<file path="config.mk">
export PLATFORM = sky130hd
export DESIGN_NAME = rr_burst_arbiter
export DESIGN_NICKNAME = d
export VERILOG_FILES = /design/src/rtl/rr_arb_pkg.sv /design/src/rtl/rr_pick.sv /design/src/rtl/rr_burst_arbiter.sv
export SDC_FILE = /design/constraint.sdc
export NUM_CORES = 1
export LEC_CHECK = 0
export BUFFER_PORTS_ARGS = -buffer_cell sky130_fd_sc_hd__buf_4
export CORE_MARGIN = 5
export CORE_UTILIZATION = 56
export DETAILED_ROUTE_END_ITERATION = 10
export PLACE_DENSITY = 0.8
export SLEW_MARGIN = 20
export SYNTH_ARGS = -nofsm -noshare
export SYNTH_HDL_FRONTEND = slang
export SYNTH_SLANG_ARGS = --single-unit
</file>
<file path="constraint.sdc">
create_clock -name clk -period 5.4 [get_ports clk]
set_clock_uncertainty 0.05 [all_clocks]
set_input_delay 0.54 -clock clk [delete_from_list [all_inputs] [get_ports clk]]
set_output_delay 0.54 -clock clk [all_outputs]
set_load 0.02 [all_outputs]
</file>
<file path="src/rtl/rr_arb_pkg.sv">
// Shared types and width helpers for the round-robin burst arbiter.
package rr_arb_pkg;

  typedef enum logic [0:0] {
    IDLE  = 1'b0,
    GRANT = 1'b1
  } arb_state_e;

  // Index/counter width for a range of v values; never below one bit.
  function automatic int clog2w(input int v);
    int r;
    if (v <= 2) begin
      r = 1;
    end else begin
      r = $clog2(v);
    end
    return r;
  endfunction

endpackage : rr_arb_pkg

</file>
<file path="src/rtl/rr_pick.sv">
// Rotating-priority encoder: first asserted request at or after ptr, wrapping.
module rr_pick
  import rr_arb_pkg::*;
#(
  parameter int N_REQ = 4,
  localparam int IDW = clog2w(N_REQ)
) (
  input  logic [N_REQ-1:0] req,
  input  logic [IDW-1:0]   ptr,
  output logic [IDW-1:0]   idx,
  output logic             any
);

  logic [2*N_REQ-1:0] req2_s;
  logic [2*N_REQ-1:0] mask_s;
  logic [2*N_REQ-1:0] masked_s;

  // Duplicating the vector lets one forward scan cover the wrap-around.
  always_comb begin
    req2_s   = {req, req};
    mask_s   = {(2*N_REQ){1'b1}} << ptr;
    masked_s = req2_s & mask_s;
  end

  // Lowest set bit of the masked double-width vector, folded back into range.
  always_comb begin
    logic found;
    found = 1'b0;
    idx   = '0;
    any   = |req;
    for (int i = 0; i < 2*N_REQ; i++) begin
      if (masked_s[i] && !found) begin
        found = 1'b1;
        if (i >= N_REQ) begin
          idx = IDW'(i - N_REQ);
        end else begin
          idx = IDW'(i);
        end
      end else begin
        found = found;
      end
    end
  end

endmodule : rr_pick

</file>
<file path="src/rtl/rr_burst_arbiter.sv">
// Round-robin arbiter granting one requester at a time a burst on a shared
// valid/ready sink; a burst ends on last, on the beat limit, or on a stall.
module rr_burst_arbiter
  import rr_arb_pkg::*;
#(
  parameter int N_REQ         = 4,
  parameter int MAX_BURST     = 16,
  parameter int STALL_TIMEOUT = 8,
  localparam int IDW = clog2w(N_REQ),
  localparam int BW  = clog2w(MAX_BURST),
  localparam int TW  = clog2w(STALL_TIMEOUT + 1)
) (
  input  logic             clk,
  input  logic             rst,
  input  logic [N_REQ-1:0] req_valid,
  input  logic [N_REQ-1:0] req_last,
  output logic [N_REQ-1:0] req_ready,
  input  logic [BW-1:0]    burst_limit,
  input  logic             out_ready,
  output logic             out_valid,
  output logic             out_last,
  output logic [IDW-1:0]   grant_id,
  output logic [N_REQ-1:0] grant_onehot,
  output logic             busy
);

  localparam logic [N_REQ-1:0] ONE_LSB = {{(N_REQ-1){1'b0}}, 1'b1};

  arb_state_e       state_q,        state_d;
  logic [IDW-1:0]   ptr_q,          ptr_d;
  logic [IDW-1:0]   grant_id_q,     grant_id_d;
  logic [N_REQ-1:0] grant_onehot_q, grant_onehot_d;
  logic [BW-1:0]    beat_cnt_q,     beat_cnt_d;
  logic [TW-1:0]    stall_cnt_q,    stall_cnt_d;
  logic [BW-1:0]    lim_q,          lim_d;

  logic [IDW-1:0]   pick_idx_s;
  logic             pick_any_s;
  logic             granted_s;
  logic             g_valid_s;
  logic             g_last_s;
  logic             at_lim_s;
  logic             beat_s;
  logic             end_s;

  rr_pick #(
    .N_REQ (N_REQ)
  ) u_pick (
    .req (req_valid),
    .ptr (ptr_q),
    .idx (pick_idx_s),
    .any (pick_any_s)
  );

  // Owner-side view of the handshake; reset masks everything so no beat lands in it.
  always_comb begin
    granted_s = (state_q == GRANT) && !rst;
    g_valid_s = req_valid[grant_id_q];
    g_last_s  = req_last[grant_id_q];
    at_lim_s  = (beat_cnt_q == lim_q);
    beat_s    = granted_s & g_valid_s & out_ready;
    end_s     = (beat_s & (g_last_s | at_lim_s))
              | (granted_s & ~g_valid_s & (stall_cnt_q == TW'(STALL_TIMEOUT - 1)));
  end

  // Downstream and requester-facing outputs.
  always_comb begin
    busy         = granted_s;
    out_valid    = granted_s & g_valid_s;
    out_last     = granted_s & g_valid_s & (g_last_s | at_lim_s);
    req_ready    = granted_s ? (grant_onehot_q & {N_REQ{out_ready}}) : {N_REQ{1'b0}};
    grant_id     = grant_id_q;
    grant_onehot = grant_onehot_q;
  end

  // Next-state, pointer and counter logic.
  always_comb begin
    state_d        = state_q;
    ptr_d          = ptr_q;
    grant_id_d     = grant_id_q;
    grant_onehot_d = grant_onehot_q;
    beat_cnt_d     = beat_cnt_q;
    stall_cnt_d    = stall_cnt_q;
    lim_d          = lim_q;
    case (state_q)
      IDLE: begin
        if (pick_any_s) begin
          state_d        = GRANT;
          grant_id_d     = pick_idx_s;
          grant_onehot_d = ONE_LSB << pick_idx_s;
          lim_d          = burst_limit;
          beat_cnt_d     = '0;
          stall_cnt_d    = '0;
        end else begin
          state_d = IDLE;
        end
      end
      GRANT: begin
        if (beat_s) begin
          beat_cnt_d  = beat_cnt_q + BW'(1);
          stall_cnt_d = '0;
        end else if (!g_valid_s) begin
          stall_cnt_d = stall_cnt_q + TW'(1);
        end else begin
          stall_cnt_d = stall_cnt_q;
        end
        // Explicit wrap keeps non-power-of-two N_REQ in range.
        if (end_s) begin
          state_d        = IDLE;
          grant_onehot_d = '0;
          if (grant_id_q == IDW'(N_REQ - 1)) begin
            ptr_d = '0;
          end else begin
            ptr_d = grant_id_q + IDW'(1);
          end
        end else begin
          state_d = GRANT;
        end
      end
      default: begin
        state_d        = IDLE;
        grant_onehot_d = '0;
      end
    endcase
  end

  // State and counter registers.
  always_ff @(posedge clk) begin
    if (rst) begin
      state_q        <= IDLE;
      ptr_q          <= '0;
      grant_id_q     <= '0;
      grant_onehot_q <= '0;
      beat_cnt_q     <= '0;
      stall_cnt_q    <= '0;
      lim_q          <= '0;
    end else begin
      state_q        <= state_d;
      ptr_q          <= ptr_d;
      grant_id_q     <= grant_id_d;
      grant_onehot_q <= grant_onehot_d;
      beat_cnt_q     <= beat_cnt_d;
      stall_cnt_q    <= stall_cnt_d;
      lim_q          <= lim_d;
    end
  end

endmodule : rr_burst_arbiter
</file>
==> report_table.html <==
<table>
<tr><th>Metric</th><th>Value</th></tr>
<tr><th colspan="2">Outcome</th></tr>
<tr><td>Run status</td><td>complete, no violations</td></tr>
<tr><th colspan="2">Floorplanning</th></tr>
<tr><td>Core region area</td><td>1980 um2</td></tr>
<tr><td>Die height</td><td>56.0 um</td></tr>
<tr><td>Top-Level Pins</td><td>28</td></tr>
<tr><td>Initial core utilization</td><td>59.9%</td></tr>
<tr><td># rows</td><td>16</td></tr>
<tr><td>Total die area</td><td>~3100 um2</td></tr>
<tr><td>Die width</td><td>56.0 um</td></tr>
<tr><th colspan="2">Power and ir drop</th></tr>
<tr><td>Register share of total power</td><td>54.3%</td></tr>
<tr><td>Net switching power</td><td>0.0000927 W</td></tr>
<tr><td>Int Power</td><td>about 0.00022 W</td></tr>
<tr><td>Proportion of power drawn by combinational gates</td><td>20.6%</td></tr>
<tr><td>PwrDens</td><td>219 nW/um2</td></tr>
<tr><td>Maximum ir drop on the vdd rail</td><td>138 uV</td></tr>
<tr><td>Final Power</td><td>0.000312 W</td></tr>
<tr><td>Net switching share of the total power</td><td>29.7%</td></tr>
<tr><td>Leakage</td><td>0.581 nW</td></tr>
<tr><td>Share of total power in the clock network</td><td>25.1%</td></tr>
<tr><th colspan="2">Layout</th></tr>
<tr><td>Total of fill cells in the finished design</td><td>160</td></tr>
<tr><td>Area occupied by multi-input gates</td><td>around 720 um2</td></tr>
<tr><td>Most common cell after layout, fill and taps aside</td><td>sky130_fd_sc_hd__buf_4</td></tr>
<tr><td>Post-Route Utilization</td><td>between 70% and 80%</td></tr>
<tr><td>Summed area of non-filler cells in the final layout</td><td>~1400 um2</td></tr>
<tr><td>Leading cell types in the layout, fill and taps excluded</td><td>sky130_fd_sc_hd__buf_4 (27), sky130_fd_sc_hd__dfxtp_1 (21), sky130_fd_sc_hd__nand2_1 (12)</td></tr>
<tr><td>Post-synthesis to final-layout area growth</td><td>19.7%</td></tr>
<tr><td>Proportion of layout cells with a drive suffix above 1</td><td>26.6%</td></tr>
<tr><td>Footprint of the flip-flops and latches</td><td>420 um2</td></tr>
<tr><td>Post-layout net count</td><td>177</td></tr>
<tr><td>Number of antenna repair diodes</td><td>0</td></tr>
<tr><th colspan="2">Drt</th></tr>
<tr><td>Wire per inst</td><td>between 15 and 20 um</td></tr>
<tr><td>First-pass DRT Iterations</td><td>4</td></tr>
<tr><td>Detailed Route Iter0 Violations</td><td>25</td></tr>
<tr><td>Antenna-violating nets left</td><td>0</td></tr>
<tr><td>Final wirelength</td><td>roughly 2900 um</td></tr>
<tr><td>Detailed-route via count</td><td>1091</td></tr>
<tr><td>Post-detailed-route via-to-cell ratio</td><td>5.90</td></tr>
<tr><td>M1 wire length</td><td>1220 um</td></tr>
<tr><td>DRC viols</td><td>0</td></tr>
<tr><td>Routed wire length on met3</td><td>158 um</td></tr>
<tr><td>Wire length on met2</td><td>1450 um</td></tr>
<tr><td>Highest metal used</td><td>met4</td></tr>
<tr><th colspan="2">Setup path</th></tr>
<tr><td>Crit. End Element</td><td>primary output</td></tr>
<tr><td>Largest stage delay on the critical path</td><td>about 640 ps</td></tr>
<tr><td>Cell breakdown of the critical path</td><td>mux4_2, and2_2, nor2b_1, buf_4</td></tr>
<tr><td>Critical setup path kind</td><td>reg2out</td></tr>
<tr><td>Crit path arrival time</td><td>1980 ps</td></tr>
<tr><td>Critical-path top delay cell</td><td>sky130_fd_sc_hd__mux4_2</td></tr>
<tr><td>CP Data Required Time</td><td>4810 ps</td></tr>
<tr><td>Max FO, Critical Path</td><td>10</td></tr>
<tr><td>Worst setup SP type</td><td>flop</td></tr>
<tr><th colspan="2">Placement</th></tr>
<tr><td>Total of buffers placed on input and output ports</td><td>27</td></tr>
<tr><td>Placed cell areas</td><td>1390 um2</td></tr>
<tr><td>Detailed placer's ending HPWL</td><td>2190 um</td></tr>
<tr><td>Final weighted congestion in routability-driven placement</td><td>0.918</td></tr>
<tr><th colspan="2">Clocking</th></tr>
<tr><td>Total of cells resized after clock tree synthesis</td><td>0</td></tr>
<tr><td>Buffer type at the clock tree root</td><td>sky130_fd_sc_hd__clkbuf_4</td></tr>
<tr><td>Max clock buf depth</td><td>2</td></tr>
<tr><td>Clock latency on the worst-skew pair</td><td>between 300 and 400 ps</td></tr>
<tr><td>Post-CTS Setup Repair Bufs</td><td>0</td></tr>
<tr><td>TritonCTS clock tree</td><td>yes</td></tr>
<tr><td>Clk sink count</td><td>21</td></tr>
<tr><td>Hold buffers post-CTS</td><td>0</td></tr>
<tr><td>Clk slew on worst S/H paths</td><td>120 ps</td></tr>
<tr><td>TritonCTS Buffers</td><td>3</td></tr>
<tr><td>Total number of H-tree levels</td><td>1</td></tr>
<tr><th colspan="2">Synth</th></tr>
<tr><td>Yosys cell types</td><td>46</td></tr>
<tr><td>Fraction of registers with async set or reset after synthesis</td><td>0%</td></tr>
<tr><td>Syn nets</td><td>150</td></tr>
<tr><td>Number of synthesized register bits</td><td>21</td></tr>
<tr><td>Count of mapped cells out of synthesis</td><td>132</td></tr>
<tr><td>Leading post-synthesis cells by cell area</td><td>sky130_fd_sc_hd__dfxtp_1 (35%), sky130_fd_sc_hd__a21oi_1 (4.2%), sky130_fd_sc_hd__mux4_2 (3.8%)</td></tr>
<tr><td>Flip-flop cell with the highest count after synthesis</td><td>sky130_fd_sc_hd__dfxtp_1</td></tr>
<tr><td>Per-instance average area after synthesis</td><td>9.00 um2</td></tr>
<tr><td>Number of warning messages in the yosys log</td><td>0</td></tr>
<tr><td>Sequential share of the synthesized area</td><td>between 30% and 40%</td></tr>
<tr><td>Mapped Area</td><td>1190 um2</td></tr>
<tr><td>Post-synthesis cell type with the largest combined area</td><td>sky130_fd_sc_hd__dfxtp_1</td></tr>
<tr><td>Number of synthesized flops with an enable pin</td><td>0</td></tr>
<tr><td>Share of Yosys cell area claimed by the top area cell type</td><td>35.4%</td></tr>
<tr><th colspan="2">STA</th></tr>
<tr><td>Minimum period implied by the final worst setup slack</td><td>roughly 2600 ps</td></tr>
<tr><td>Unrepaired setup endpoints after global routing</td><td>no</td></tr>
<tr><td>Worst hold slack after final layout</td><td>414 ps</td></tr>
<tr><td>Setup-failing EPs final</td><td>0</td></tr>
<tr><td>Maximum operating frequency</td><td>0.389 GHz</td></tr>
<tr><td>Worst-case headroom to the max-slew limit</td><td>56.7%</td></tr>
<tr><td>Final worst-path cycle share</td><td>47.6%</td></tr>
<tr><td>Pins over their slew limit</td><td>0</td></tr>
<tr><td>Hold Fails Final Rpt</td><td>0</td></tr>
<tr><td>Total negative slack</td><td>0 ps</td></tr>
<tr><td>Measured slew at the worst slew-check pin</td><td>643 ps</td></tr>
<tr><th colspan="2">Global route</th></tr>
<tr><td>Total global-route track usage</td><td>19.4%</td></tr>
<tr><td>Grt total ovfl</td><td>0</td></tr>
<tr><td>Antenna violations before repair</td><td>0</td></tr>
<tr><td>Via count of the first global-routing pass</td><td>1077</td></tr>
<tr><td>Maximum number of pins on one net before global-route repair</td><td>23</td></tr>
<tr><td>Wire length of the first global-routing pass</td><td>4900 um</td></tr>
<tr><th colspan="2">Flow run</th></tr>
<tr><td>Number of max-capacitance violations reported</td><td>0</td></tr>
<tr><th colspan="2">Hold path</th></tr>
<tr><td>Worst Hold Class</td><td>in2reg</td></tr>
</table>
per-stage QoR:
step,worst slack (ps),std cells
floorplan,3120,132
global placement,3040,181
detailed placement,3020,181
CTS,2810,185
global route,2740,185
finish,2830,185
registers in the layout (all words and copies together) (netlist names):
register      flops
grant_onehot      4
lim_q             4
ptr_q             2
stall_cnt_q       4
grant_id          2
state_q           1
beat_cnt_q        4
layer usage:
layer | vias to the layer above | track usage [%]
met4 | 0 | 7.80
met5 | - | 0
met1 | 507 | 24.5
met3 | 8 | 4.41
met2 | 38 | 31.7
li1 | 538 | -
final cells by class:
class | count | area share, %
Multi-Input combinational cell | 102 | 50.8
Sequential cell | 21 | 29.6
Tap cell | 27 | 2.38
Timing Repair Buffer | 27 | 14.3
Clock buffer | 3 | 1.58
Inverter | 4 | 1.06
Clock inverter | 1 | 0.352
power groups by stage:
stage	Sequential [W]	Combinational (W)	Clock [W]
floorplan	0.000173	0.0000392	0
global placement	0.000173	0.0000619	0
detailed placement	0.000173	0.0000641	0
CTS	0.000169	0.0000642	0.0000812
global route	0.000171	0.0000703	0.0000870
finish	0.000169	0.0000642	0.0000782
Yosys cell counts (2+ instances only):
| cell | n |
|---|---|
| sky130_fd_sc_hd__nand2_1 | 12 |
| sky130_fd_sc_hd__nor3_1 | 3 |
| sky130_fd_sc_hd__nand3b_1 | 6 |
| sky130_fd_sc_hd__xnor2_1 | 4 |
| sky130_fd_sc_hd__nor2_1 | 7 |
| sky130_fd_sc_hd__inv_1 | 4 |
| sky130_fd_sc_hd__mux2_4 | 2 |
| sky130_fd_sc_hd__nor2b_1 | 2 |
| sky130_fd_sc_hd__o221ai_1 | 2 |
| sky130_fd_sc_hd__mux4_2 | 2 |
| sky130_fd_sc_hd__a21oi_1 | 10 |
| sky130_fd_sc_hd__nor3b_1 | 2 |
| sky130_fd_sc_hd__nand3_1 | 3 |
| sky130_fd_sc_hd__ha_1 | 3 |
| sky130_fd_sc_hd__xor2_1 | 3 |
| sky130_fd_sc_hd__a21o_1 | 2 |
| sky130_fd_sc_hd__clkbuf_2 | 2 |
| sky130_fd_sc_hd__dfxtp_1 | 21 |
| sky130_fd_sc_hd__o21ai_0 | 6 |
| sky130_fd_sc_hd__o32ai_1 | 4 |
| sky130_fd_sc_hd__and2_1 | 7 |
final timing paths:
| path | start | endpoint | slack (ps) | depth (start not counted) |
|---|---|---|---|---|
| setup / recovery | grant_id[0]$_SDFFE_PP0P_ | out_last | 2830 | 4 |
| hold / removal | burst_limit[2] | lim_q[2]$_SDFFE_PP0P_ | 410 | 3 |
| setup reg to reg | grant_id[0]$_SDFFE_PP0P_ | grant_onehot[2]$_SDFFE_PP0P_ | 3140 | 4 |
| hold reg to reg | lim_q[3]$_SDFFE_PP0P_ | lim_q[3]$_SDFFE_PP0P_ | 430 | 2 |
kinds of logic (layout without fill, tap and decap cells):
logic type	Yosys count	count (layout)	synth area share (%)
AOI/OAI and AO/OA	34	34	19.5
xor gates and xnor gates	7	7	5.16
adders and majority gates	3	3	3.16
buffers and inverters	9	35	3.79
DFF	21	21	35.4
muxes	6	6	8.11
and+or+nand+nor	52	52	24.9
worst max-delay path, delay by kind of cell (launching register included):
kind / cells / cell delay, ps
muxes: 1 / 640
DFF: 1 / 500
and+or+nand+nor: 2 / 360
buffers and inverters: 1 / 160
Power figures use the tool's default switching activity.
